[config.mk]
export PLATFORM = sky130hd
export DESIGN_NAME = keypad_front_end
export DESIGN_NICKNAME = d
export VERILOG_FILES = /design/src/rtl/keypad_front_end.sv
export SDC_FILE = /design/constraint.sdc
export NUM_CORES = 1
export LEC_CHECK = 0
export CORE_ASPECT_RATIO = 1.2
export CORE_MARGIN = 4
export CORE_UTILIZATION = 38
export DETAILED_ROUTE_END_ITERATION = 12
export GPL_TIMING_DRIVEN = 0
export PLACE_DENSITY = 0.61
export SLEW_MARGIN = 20
export SYNTH_ARGS = -nofsm -noshare
export SYNTH_HDL_FRONTEND = slang
export SYNTH_SLANG_ARGS = --single-unit
export TNS_END_PERCENT = 30
[constraint.sdc]
create_clock -name clock -period 2.9 [get_ports clock]
set_input_delay 0.29 -clock clock [delete_from_list [all_inputs] [get_ports clock]]
set_output_delay 0.29 -clock clock [all_outputs]
set_load 0.05 [all_outputs]
[src/rtl/keypad_front_end.sv]
// keypad_front_end: synchronizes and debounces ten digit keys plus clear and prox, then
// encodes each accepted press as one single-cycle event. Define KEYPAD_MULTIKEY_ERR_EN to add key_err.
module keypad_front_end #(
  parameter int DEBOUNCE_CYCLES = 50000,
  parameter int SYNC_STAGES     = 2
) (
  input  logic       clock,
  input  logic       reset,
  input  logic [0:9] key_raw,
  input  logic       clear_raw,
  input  logic       prox_raw,
  output logic [0:9] key_onehot,
  output logic [3:0] digit,
  output logic       digit_valid,
  output logic       clear_pulse,
  output logic       prox_pulse,
  output logic       busy
`ifdef KEYPAD_MULTIKEY_ERR_EN
  ,
  output logic       key_err
`endif
);

  localparam int NUM_IN    = 12;
  localparam int IDX_PROX  = 10;
  localparam int IDX_CLEAR = 11;
  localparam int CNT_W     = $clog2(DEBOUNCE_CYCLES + 1);

  typedef enum logic {
    ST_IDLE = 1'b0,
    ST_HELD = 1'b1
  } state_t;

  // True when exactly one bit of the non-clear press vector is set.
  function automatic logic is_single(input logic [10:0] v);
    return (v != 11'd0) && ((v & (v - 11'd1)) == 11'd0);
  endfunction

  logic [NUM_IN-1:0] raw_s;
  logic [NUM_IN-1:0] press_s;

  // Gather the raw buttons into one vector: digits at 0..9, prox at 10, clear at 11.
  always_comb begin
    raw_s = {NUM_IN{1'b0}};
    for (int n = 0; n < 10; n++) begin
      raw_s[n] = key_raw[n];
    end
    raw_s[IDX_PROX]  = prox_raw;
    raw_s[IDX_CLEAR] = clear_raw;
  end

  for (genvar g = 0; g < NUM_IN; g++) begin : g_in
    logic [SYNC_STAGES-1:0] sync_q;
    logic [CNT_W-1:0]       cnt_q, cnt_d;
    logic                   lvl_q, lvl_d;

    // Debounce: the level follows the synchronized input only after an unbroken mismatch run.
    always_comb begin
      lvl_d = lvl_q;
      cnt_d = cnt_q;
      if (sync_q[SYNC_STAGES-1] == lvl_q) begin
        cnt_d = {CNT_W{1'b0}};
      end else if (cnt_q == CNT_W'(DEBOUNCE_CYCLES - 1)) begin
        lvl_d = sync_q[SYNC_STAGES-1];
        cnt_d = {CNT_W{1'b0}};
      end else begin
        cnt_d = cnt_q + CNT_W'(1);
      end
    end

    // Synchronizer chain and debounce state registers.
    always_ff @(posedge clock) begin
      if (reset) begin
        sync_q <= {SYNC_STAGES{1'b0}};
        cnt_q  <= {CNT_W{1'b0}};
        lvl_q  <= 1'b0;
      end else begin
        sync_q <= {sync_q[SYNC_STAGES-2:0], raw_s[g]};
        cnt_q  <= cnt_d;
        lvl_q  <= lvl_d;
      end
    end

    assign press_s[g] = lvl_q;
  end

  state_t     state_q, state_d;
  logic       clear_prev_q;
  logic [0:9] key_onehot_q, key_onehot_d;
  logic [3:0] digit_q, digit_d;
  logic       digit_valid_q, digit_valid_d;
  logic       clear_pulse_q, clear_pulse_d;
  logic       prox_pulse_q, prox_pulse_d;
  logic       busy_q, busy_d;
`ifdef KEYPAD_MULTIKEY_ERR_EN
  logic       key_err_q, key_err_d;
`endif

  // Event selection: one event on entering HELD, plus a fresh clear edge while HELD.
  always_comb begin
    state_d       = state_q;
    key_onehot_d  = 10'b0;
    digit_d       = digit_q;
    digit_valid_d = 1'b0;
    clear_pulse_d = 1'b0;
    prox_pulse_d  = 1'b0;
`ifdef KEYPAD_MULTIKEY_ERR_EN
    key_err_d     = 1'b0;
`endif
    case (state_q)
      ST_IDLE: begin
        if (press_s != 12'b0) begin
          state_d = ST_HELD;
          if (press_s[IDX_CLEAR]) begin
            clear_pulse_d = 1'b1;
          end else if (is_single(press_s[IDX_PROX:0])) begin
            if (press_s[IDX_PROX]) begin
              prox_pulse_d = 1'b1;
            end else begin
              digit_valid_d = 1'b1;
              for (int n = 0; n < 10; n++) begin
                if (press_s[n]) begin
                  key_onehot_d[n] = 1'b1;
                  digit_d         = 4'(n);
                end else begin
                  key_onehot_d[n] = 1'b0;
                end
              end
            end
          end else begin
`ifdef KEYPAD_MULTIKEY_ERR_EN
            key_err_d = 1'b1;
`else
            state_d = ST_HELD;
`endif
          end
        end else begin
          state_d = ST_IDLE;
        end
      end
      ST_HELD: begin
        if (press_s == 12'b0) begin
          state_d = ST_IDLE;
        end else if (press_s[IDX_CLEAR] && !clear_prev_q) begin
          clear_pulse_d = 1'b1;
        end else begin
          state_d = ST_HELD;
        end
      end
      default: begin
        state_d = ST_IDLE;
      end
    endcase
    busy_d = (state_d == ST_HELD);
  end

  // FSM state and registered outputs.
  always_ff @(posedge clock) begin
    if (reset) begin
      state_q       <= ST_IDLE;
      clear_prev_q  <= 1'b0;
      key_onehot_q  <= 10'b0;
      digit_q       <= 4'd0;
      digit_valid_q <= 1'b0;
      clear_pulse_q <= 1'b0;
      prox_pulse_q  <= 1'b0;
      busy_q        <= 1'b0;
`ifdef KEYPAD_MULTIKEY_ERR_EN
      key_err_q     <= 1'b0;
`endif
    end else begin
      state_q       <= state_d;
      clear_prev_q  <= press_s[IDX_CLEAR];
      key_onehot_q  <= key_onehot_d;
      digit_q       <= digit_d;
      digit_valid_q <= digit_valid_d;
      clear_pulse_q <= clear_pulse_d;
      prox_pulse_q  <= prox_pulse_d;
      busy_q        <= busy_d;
`ifdef KEYPAD_MULTIKEY_ERR_EN
      key_err_q     <= key_err_d;
`endif
    end
  end

  assign key_onehot  = key_onehot_q;
  assign digit       = digit_q;
  assign digit_valid = digit_valid_q;
  assign clear_pulse = clear_pulse_q;
  assign prox_pulse  = prox_pulse_q;
  assign busy        = busy_q;
`ifdef KEYPAD_MULTIKEY_ERR_EN
  assign key_err     = key_err_q;
`endif

endmodule

After elaboration in Yosys (flattened, before gate mapping)
Cells that the tools add are included.
{ "word_totals": {"reg_bits": 247, "inputBits": 14, "out_inout_bits": 18, "word_cells": 163} }
{ "op_classes": {"addsub": 13, "eq_ne": 24, "n_mux": 30, "n_bitwise": 18, "n_reduce_logical": 35} }
{ "op_table": {"columns": ["op", "count"], "rows": [
  ["$add 16x1->16 const B", 12],
  ["$eq 16x16->1 const B", 12],
  ["$mux 4", 10],
  ["$reduce_or 3->1", 12],
  ["$reduce_and 2->1", 12],
  ["$mux 1", 18],
  ["$not 1->1", 17],
  ["$eq 1x1->1", 12],
  ["$logic_not 12->1", 1],
  ["$reduce_bool 12->1", 1],
  ["$and 11x11->11", 1],
  ["$logic_not 11->1", 1],
  ["$reduce_bool 11->1", 1],
  ["$sub 11x1->11 const B", 1],
  ["$reduce_bool 10->1", 1],
  ["$reduce_and 6->1", 1],
  ["$reduce_or 6->1", 1],
  ["$reduce_or 5->1", 1],
  ["$pmux 1 s2", 2],
  ["$logic_and 1x1->1", 2],
  ["$logic_not 1->1", 1]
]} }

Depth between registers and ports, before layout
Gate-level depths: netlist (run 1).
{ "logic_depth": {"word_depth": 10, "mapped_depth": 8, "depth_no_buf": 6} }

Worst setup path before layout (run 1)
Ideal clock, no wire load.
{ "synth_path": {"path_kind": "register to register", "startpoint": "reg g_in[2].lvl_q", "endpoint": "reg key_onehot_q (netlist bit key_onehot[0])", "t_arrival_ps": 1981, "t_required_ps": 2812, "path_slack_ps": 831, "stages_incl_launch_ff": 8, "n_path_buf": 2, "path_cell_list": "dfxtp_1 > buf_6 > or4_4 > a2111oi_2 > or3_2 > o2111ai_4 > buf_6 > nor4b_2"} }
{ "synth_between": {"elab_chain_cells": 6} }
{ "synth_rtl": {"columns": ["element", "line_no", "source"], "rows": [
  ["start: declaration", "55", "logic lvl_q, lvl_d;"],
  ["start signal: assignment", "80", "lvl_q <= lvl_d;"],
  ["$sub 11x1->11", "36", "return (v != 11'd0) && ((v & (v - 11'd1)) == 11'd0);"],
  ["$and 11x11->11", "36", null],
  ["$logic_not 11->1", "36", null],
  ["$logic_and 1x1->1", "36", null],
  ["$not 1->1 (no line)", null, null],
  ["$reduce_or 6->1 (no line) (*)", null, null],
  ["end signal: assignment", "174", "key_onehot_q <= key_onehot_d;"],
  ["end: declaration", "89", "logic [0:9] key_onehot_q, key_onehot_d;"]
]} }
Every way passes the cells marked *; elsewhere a longest branch is shown, timed or not.
A chain may end at the register's enable or synchronous reset.

Final worst setup path (run 1)
{ "layout_path": {"startpoint": "reg g_in[5].lvl_q", "endpoint": "reg key_onehot_q (netlist bit key_onehot[5])"} }
{ "layout_between": {"elab_chain_cells": 6} }
{ "layout_rtl": {"columns": ["element", "line_no"], "rows": [
  ["start: declaration", "55"],
  ["start signal: assignment", "80"],
  ["$sub 11x1->11", "36"],
  ["$and 11x11->11", "36"],
  ["$logic_not 11->1", "36"],
  ["$logic_and 1x1->1", "36"],
  ["$not 1->1 (no line)", null],
  ["$reduce_or 6->1 (no line)", null]
]} }
Parallel ways exist; a longest one is shown, timed or not.

==> results.yml, run 1 <==
status:
  status: "completed"
critical_path:
  crit_path_max_fanout: 10
  crit_required_ns: 3.28
  path_cells: "clkbuf_1, or4_1, nor4_1, o31a_1, o2111ai_4, buf_6, nor4b_2"
  critPathMaxStageDelay_ns: 0.59
  start_kind: "flip-flop"
  worstSetupPathType: "flip-flop to flip-flop"
  endpoint_kind: "flip-flop"
  cpMaxStageDelayCell: "or4_1"
  reg2reg_slack_ns: 0.32
  crit_arrival_ns: 2.95
power:
  p_leak_uw: 0.00380
  p_seq_share_pct: 50.4
  comb_power_share_pct: 1.3
  pwr-share-clk_pct: 48.3
  power_density_nw_per_um2: 581
  swShare_pct: 19.7
  internal_power_uw: 5460
  power_switching_uw: 1340
  ir_worst_vdd_uv: 354
  p_total_uw: 6800
grt:
  grt_pass1_vias: 7165
  track_usage_pct: 13.3
  antenna_found_initial: 0
  grt_pass1_wl_mm: 33.5
  grt_max_degree: 13
  overflow: 0
clocking:
  numCtsBuffers: 26
  htree_levels: 1
  cts.sinks: 247
  post_cts_buffers: 0
  path_clk_slew_ns: 0.06
  cts_tree: "done"
  clkLatencyLatePin_ns: 0.52
  root_buffer: "clkbuf_16"
  cts_hold_buf: 0
  cts_resized: 0
  cts_max_path_buffers: 3
synth:
  yosys.area_share.simple_pct: 28.8
  synth_cell_type_count: 48
  synth_warnings: 0
  synthesis.area_sq_um: 10100
  yosys-top-cells-area: "dfxtp_1 (49%), nor2_1 (8.9%), xnor2_1 (8.1%), xor2_1 (7.2%), nand3_1 (3.5%)"
  ys_seq_area_share_pct: 48.8
  synth_top_family_by_area: "simple AND/OR/NAND/NOR gates"
  yosys.area_share.adder_pct: 1.58
  synth_edf_count: 0
  synth_nets: 1145
  ys_ff_latch: 247
  synth_compound_area_share_pct: 1.68
  yosysTopAreaCellShare_pct: 48.8
  synth_top_area_cell: "dfxtp_1"
  ys.flop_type: "dfxtp_1"
  synth.avg_cell_area_sq_um: 9.06
  synthTopCellsByCount: "dfxtp_1 (247), nor2_1 (239), xnor2_1 (94)"
  async_flop_share_pct: 0
  synth.mux.area_fraction_pct: 1.38
  synth_xor_area_share_pct: 15.3
  postSynthCellCount: 1119
  yosysMostFrequentCell: "dfxtp_1"
timing:
  rsz0062_at_grt: "false"
  period_needed_ns: 2.58
  setup_viol: 0
  hold_slack_ns: 0.330
  clock.fmax_mhz: 388
  fin_tns_setup_ns: 0
  finalHoldViolations: 0
  finClkSkew_ns: 0.0139
  finalCritPeriodShare_pct: 88.9
  drv_slew: 0
  worst_pin_slew_ns: 0.668
  relSlewSlack_pct: 55.0
final_layout:
  syn_to_final_growth_pct: 15.5
  final_cell_area_sq_um: 11700
  multiInputGateArea_sq_um: 4940
  drive_above_1_share_pct: 4.95
  antenna_cells: 0
  seq_area_sq_um: 4940
  fillers: 2574
  fin_nets: 1204
routing:
  top_layer_used: "met4"
  drt_first_pass_iters: 4
  vias: 7382
  wl_met1_mm: 9.44
  vias_per_cell: 4.83
  wl_per_cell_microns: 12.7
  wl_met2_mm: 8.92
  postRouteAntennaNets: 0
  drt_iter0_drc: 288
  wl_met3_microns: 627
  drc: 0
  wirelength_mm: 19.4
placement:
  post-dp-hpwl_mm: 13.5
  placed_area_sq_um: 10900
  port_buffers: 31
  place_congestion: 0.805
floorplanning:
  die-height_microns: 187
  die_area_sq_um: 29400
  start_util_pct: 38.6
  rows: 65
  io_pins: 32
  die_x_microns: 157
  core_sq_um: 26300
run:
  drv_cap: 0
worst_hold_path:
  hold_class: "input port to flip-flop"
state kept, by name, summed over array words and instances, names as in the netlist:
signal,cells
key_onehot,10
g_in.sync_q,24
clear_pulse,1
prox_pulse,1
digit,4
g_in.lvl_q,12
g_in.cnt_q,192
clear_prev_q,1
busy,1
digit_valid,1
critical path, delay by kind of cell (launching register included):
family / cells / cell delay (ns)
AND/OR/NAND/NOR: 3 / 1.37
flip-flops: 1 / 0.29
AO/OA/AOI/OAI: 2 / 0.38
buffers and inverters: 2 / 0.40
per-layer routing:
metal / GRT usage (%) / up-vias
met5: 0 / -
met4: 3.64 / 0
met3: 2.11 / 23
li1: - / 3857
met2: 22.0 / 79
met1: 18.0 / 3423
power by group through the flow:
stage / Sequential (uW) / Clock, uW / Combinational [uW]
after floorplan: 3500 / 0 / 50.5
after global placement: 3500 / 0 / 93.1
after detailed placement: 3500 / 0 / 93.2
after CTS: 3420 / 3390 / 94.0
after global routing: 3430 / 3530 / 102
final: 3420 / 3280 / 90.7
stage by stage:
step / worst slack [ns] / util, % / std cells
floorplan: 0.831 / - / 1119
global placement: 0.0555 / 41.4 / 1485
detailed placement: 0.0819 / 41.4 / 1485
CTS: 0.409 / 44.6 / 1527
global route: 0.233 / 44.6 / 1527
finish: 0.322 / 44.6 / 1527
final cells by class:
type,instances,area share [%]
plain buffers,36,1.36
clock buffers,39,6.67
clock inverters,3,0.556
inverters,24,0.769
multi-input cells,812,42.2
flip-flops and latches,247,42.2
well taps,335,3.58
repair buffers,31,2.65
placed cells by master (no fill, tap or decap), types with 4 or more instances in the layout:
master,n
a21oi_1,5
and3_1,30
and4_1,12
buf_1,4
buf_2,7
clkbuf_1,29
clkbuf_16,27
clkbuf_8,6
clkdlybuf4s50_1,31
dfxtp_1,247
ha_1,12
inv_1,24
mux2i_1,14
nand2_1,67
nand2b_1,4
nand3_1,71
nand4_1,27
nand4b_1,4
nor2_1,239
nor2b_1,26
nor3_1,38
nor4_1,22
nor4b_1,7
nor4b_2,6
nor4bb_1,4
o21ai_0,4
or3_1,12
or4_1,4
xnor2_1,94
xor2_1,83
cell families (layout without fill, tap and decap cells):
group                    Yosys count  after routing
AO/OA/AOI/OAI                     22             22
XOR/XNOR                         177            177
adder cells (fa/ha/maj)           13             13
buffers and inverters             60            133
flip-flops                       247            247
multiplexers                      14             14
AND/OR/NAND/NOR                  586            586
path summary, 6_finish.rpt:
kind / from / to / cells past startpoint
hold / removal: key_raw[7] / g_in[7].sync_q[0]$_SDFF_PP0_ / 2
setup reg to reg: g_in[5].lvl_q$_SDFFE_PP0P_ / key_onehot[5]$_SDFF_PP0_ / 7
setup / recovery: g_in[5].lvl_q$_SDFFE_PP0P_ / key_onehot[5]$_SDFF_PP0_ / 7
hold reg to reg: clear_prev_q$_SDFF_PP0_ / clear_pulse$_SDFF_PP0_ / 1
No activity file was read; power rests on OpenSTA's default activity.
==> run 2: changes to the inputs <==
Settings changed: CORE_UTILIZATION 38 to 46, PLACE_DENSITY 0.61 to 0.7.
==> results.yml, run 2 (synthesized netlist as in run 1, its figures left out) <==
critical_path:
  crit_required_ns: 3.29
  crit_arrival_ns: 2.89
  crit_path_max_fanout: 10
  start_kind: "flip-flop"
  endpoint_kind: "flip-flop"
  worstSetupPathType: "flip-flop to flip-flop"
timing:
  finalHoldViolations: 0
  finClkSkew_ns: 0.0112
  worst_pin_slew_ns: 0.690
  clock.fmax_mhz: 401
  finalCritPeriodShare_pct: 86.0
  rsz0062_at_grt: "false"
  fin_tns_setup_ns: 0
  relSlewSlack_pct: 54.0
  setup_viol: 0
  period_needed_ns: 2.49
  drv_slew: 0
run:
  drv_cap: 0
floorplanning:
  core_sq_um: 21700
  io_pins: 32
  start_util_pct: 46.7
  die_x_microns: 144
  die_area_sq_um: 24500
  die-height_microns: 171
  rows: 59
clocking:
  cts_max_path_buffers: 3
  post_cts_buffers: 0
  cts_resized: 0
  cts_tree: "done"
  cts_hold_buf: 0
  cts.sinks: 247
  clkLatencyLatePin_ns: 0.52
  path_clk_slew_ns: 0.06
  root_buffer: "clkbuf_16"
  numCtsBuffers: 25
  htree_levels: 1
placement:
  port_buffers: 31
  post-dp-hpwl_mm: 13.1
  place_congestion: 0.829
  dp_cells: 1424
  placed_area_sq_um: 10800
routing:
  drt_first_pass_iters: 4
  vias_per_cell: 5.07
  wirelength_mm: 18.6
  vias: 7458
  wl_per_cell_microns: 12.7
  drt_iter0_drc: 255
  drc: 0
  postRouteAntennaNets: 0
final_layout:
  largestRegisters: "g_in.cnt_q: 192 flops, g_in.sync_q: 24 flops, g_in.lvl_q: 12 flops"
  antenna_cells: 0
  fin_nets: 1203
  top_register: "g_in.cnt_q"
  final_common_cell: "dfxtp_1"
  final_cell_count_no_fill: 1470
  syn_to_final_growth_pct: 15.5
  final_cell_area_sq_um: 11700
  largest_register_ffs: 192
  fillers: 1936
  final_cell_mix: "dfxtp_1 (247), nor2_1 (239), xnor2_1 (94)"
  drive_above_1_share_pct: 5.69
power:
  power_density_nw_per_um2: 599
  p_seq_share_pct: 48.8
  p_leak_uw: 0.00384
  power_switching_uw: 1380
  pwr-share-clk_pct: 49.9
  swShare_pct: 19.7
  comb_power_share_pct: 1.3
  ir_worst_vdd_uv: 531
  internal_power_uw: 5630
grt:
  grt_pass1_vias: 7224
  overflow: 0
  track_usage_pct: 15.5
  grt_pass1_wl_mm: 32.2
  antenna_found_initial: 0
  grt_max_degree: 15
worst_hold_path:
  hold_class: "input port to flip-flop"
status:
  status: "completed"
==> run 2: cell count changes in the layout (fill, tap and decap cells not counted) <==
| cell | before | now |
|---|---|---|
| inv_6 | 0 | 1 |
| clkinv_2 | 1 | 6 |
| clkinvlp_4 | 0 | 2 |
| clkbuf_1 | 29 | 24 |
| bufinv_16 | 2 | 5 |
| clkbuf_16 | 27 | 25 |
==> run 2: layer usage <==
metal | global-route usage, % | vias up | wire (microns)
met5 | 0 | - | 0
met2 | 26.4 | 77 | 8710
met3 | 2.77 | 31 | 637
met4 | 4.87 | 0 | 374
met1 | 19.9 | 3476 | 8920
li1 | - | 3874 | -
==> run 2: power groups by stage <==
| stage | sequential [uW] | clock [uW] | combinational (uW) |
|---|---|---|---|
| 6_report | 3420 | 3500 | 90.4 |
| 2_1_floorplan | 3500 | 0 | 50.5 |
| 5_1_grt | 3420 | 3730 | 101 |
| 3_5_place_dp | 3500 | 0 | 92.2 |
| 3_3_place_gp | 3500 | 0 | 91.5 |
| 4_1_cts | 3420 | 3580 | 93.1 |
==> run 2: cell type report <==
| class | instances | area (sq um) | area share, % |
|---|---|---|---|
| clock buffer | 32 | 712 | 6.08 |
| inverter | 24 | 90.1 | 0.770 |
| multi-input combinational | 812 | 4940 | 42.2 |
| timing repair buffer | 31 | 310 | 2.65 |
| clock inverter | 14 | 204 | 1.74 |
| sequential | 247 | 4940 | 42.2 |
| buffer | 36 | 159 | 1.36 |
| tap | 274 | 343 | 2.93 |
==> run 2: path summary, 6_finish.rpt <==
check / from / end / cells after the start / slack [ns]
max: g_in[5].lvl_q$_SDFFE_PP0P_ / key_onehot[4]$_SDFF_PP0_ / 7 / 0.41
min: key_raw[1] / g_in[1].sync_q[0]$_SDFF_PP0_ / 2 / 0.34
max reg2reg: g_in[5].lvl_q$_SDFFE_PP0P_ / key_onehot[4]$_SDFF_PP0_ / 7 / 0.41
min reg2reg: clear_prev_q$_SDFF_PP0_ / clear_pulse$_SDFF_PP0_ / 1 / 0.43
==> run 2: critical path, cell delays in order, from the launching register on <==
cell and delay (ns):
dfxtp_1 0.30, clkbuf_1 0.23, or4_1 0.57, nor4_1 0.32, o31a_1 0.23, o2111ai_4 0.15
buf_6 0.17, nor4b_2 0.39
==> run 2: metrics by stage <==
stage | util (%) | setup slack [ns] | power [uW] | hold WS (ns)
6_report | 53.9 | 0.405 | 7010 | 0.338
3_3_place_gp | 49.7 | 0.145 | 3590 | 0.404
5_1_grt | 53.9 | 0.236 | 7250 | 0.333
2_1_floorplan | - | 0.831 | 3550 | 0.396
4_1_cts | 53.9 | 0.411 | 7090 | 0.324
3_5_place_dp | 49.7 | 0.104 | 3590 | 0.410
==> run 3: changes to the inputs <==
Settings changed: CELL_PAD_IN_SITES_DETAIL_PLACEMENT set to 1, CELL_PAD_IN_SITES_GLOBAL_PLACEMENT set to 1, CORE_ASPECT_RATIO 1.2 to unset, HOLD_SLACK_MARGIN set to 0.06, PLACE_DENSITY 0.7 to 0.84.
==> results.yml, run 3 (synthesized netlist as in run 1, its figures left out) <==
status:
  status: "completed"
clocking:
  path_clk_slew_ns: 0.06
  cts_tree: "done"
  cts_max_path_buffers: 3
  cts_resized: 0
  root_buffer: "clkbuf_16"
  clkLatencyLatePin_ns: 0.53
  cts_hold_buf: 0
  numCtsBuffers: 28
  cts.sinks: 247
  post_cts_buffers: 0
  htree_levels: 1
final_layout:
  multiInputGateArea_sq_um: 4940
  syn_to_final_growth_pct: 17.0
  top_register: "g_in.cnt_q"
  largestRegisters: "g_in.cnt_q: 192 flops, g_in.sync_q: 24 flops, g_in.lvl_q: 12 flops"
  drive_above_1_share_pct: 6.16
  final_cell_count_no_fill: 1482
  final_cell_mix: "dfxtp_1 (247), nor2_1 (239), xnor2_1 (94)"
  antenna_cells: 0
  largest_register_ffs: 192
  final_common_cell: "dfxtp_1"
  fillers: 2508
  seq_area_sq_um: 4940
  fin_nets: 1206
power:
  ir_worst_vdd_uv: 479
  p_leak_uw: 0.00389
  power_density_nw_per_um2: 632
grt:
  grt_util_met1_pct: 24.2
  grt_pass1_wl_mm: 40.0
  overflow: 0
  grt-busiest-layer: "met2"
  grt_pass1_vias: 8313
  track_usage_pct: 19.3
  antenna_found_initial: 0
  use_met2_pct: 34.0
  use_met3_pct: 3.43
  grt_max_degree: 15
critical_path:
  crit_required_ns: 3.31
  worstSetupStartpoint: "g_in[5].lvl_q$_SDFFE_PP0P_"
  worstRegToRegCells: 7
  worstSetupPathType: "flip-flop to flip-flop"
  start_kind: "flip-flop"
  crit_arrival_ns: 3.01
  reg2reg_from: "g_in[5].lvl_q$_SDFFE_PP0P_"
  cp-endpoint: "key_onehot[2]$_SDFF_PP0_"
  crit_path_max_fanout: 10
  rr_endpoint: "key_onehot[2]$_SDFF_PP0_"
  reg2reg_slack_ns: 0.31
  endpoint_kind: "flip-flop"
routing:
  drt_iter0_drc: 287
  vias: 7794
  wl_per_cell_microns: 15.8
  vias_per_cell: 5.26
  drt_first_pass_iters: 4
  postRouteAntennaNets: 0
  drc: 0
  wirelength_mm: 23.4
floorplanning:
  rows: 54
  die_area_sq_um: 24500
  core_sq_um: 21800
  die_x_microns: 156
  start_util_pct: 46.6
  io_pins: 32
  die-height_microns: 156
timing:
  fin_tns_setup_ns: 0
  period_needed_ns: 2.59
  worst_slack_ns: 0.308
  relSlewSlack_pct: 51.4
  finalHoldViolations: 0
  clock.fmax_mhz: 386
  finalCritPeriodShare_pct: 89.4
  finClkSkew_ns: 0.00904
  drv_slew: 0
  setup_viol: 0
  rsz0062_at_grt: "false"
  worst_pin_slew_ns: 0.730
placement:
  port_buffers: 31
  dp_cells: 1430
  post-dp-hpwl_mm: 15.6
  dp_slack_ns: 0.00630
  place_congestion: 0.790
worst_hold_path:
  hold_class: "input port to flip-flop"
  hold-path-cell-count: 2
run:
  drv_cap: 0
run 3: cell count changes in the layout (fill, tap and decap cells not counted), sizes merged:
cell | before | now
clkinv | 6 | 5
clkbuf | 55 | 56
bufinv | 5 | 7
clkinvlp | 2 | 6
run 3: metrics by stage:
stage	hold WS (ns)	area, sq um	total power [uW]	utilization (%)
after floorplan	0.396	10100	3550	-
final	0.314	11900	7500	54.5
after global placement	0.417	10800	3590	49.6
after detailed placement	0.431	10800	3590	49.6
after global routing	0.312	11900	7740	54.5
after CTS	0.296	11900	7580	54.5
run 3: power by group:
part	internal (uW)	switching (uW)
Combinational	37.3	57.0
Sequential	3410	11.9
Clock	2530	1450
Total	5980	1520
run 3: final cells by class:
class                   instances  area share [%]
clock buffers                  33            6.50
plain buffers                  36            1.34
well taps                     280            2.95
clock inverters                19            2.47
repair buffers                 31            2.62
multi-input cells             812            41.7
flip-flops and latches        247            41.7
inverters                      24           0.760
run 3: per-layer routing:
layer,vias up,routed length [microns]
met2,106,11500
li1,3885,-
met3,52,819
met5,-,0
met1,3751,10400
met4,0,635
run 3: worst min-delay path by stage:
stage | from | end
after floorplan | clear_prev_q$_SDFF_PP0_ | clear_pulse$_SDFF_PP0_
after global placement | g_in[7].sync_q[0]$_SDFF_PP0_ | g_in[7].sync_q[1]$_SDFF_PP0_
after detailed placement | g_in[7].sync_q[0]$_SDFF_PP0_ | g_in[7].sync_q[1]$_SDFF_PP0_
after CTS | key_raw[6] | g_in[6].sync_q[0]$_SDFF_PP0_
after global routing | key_raw[6] | g_in[6].sync_q[0]$_SDFF_PP0_
final | key_raw[6] | g_in[6].sync_q[0]$_SDFF_PP0_
run 3: worst max-delay path: stages, from the launching register on:
cell       delay (ns)
dfxtp_1          0.31
clkbuf_1         0.24
or4_1            0.61
nor4_1           0.40
o31a_1           0.23
o2111ai_4        0.16
buf_6            0.18
nor4b_2          0.33
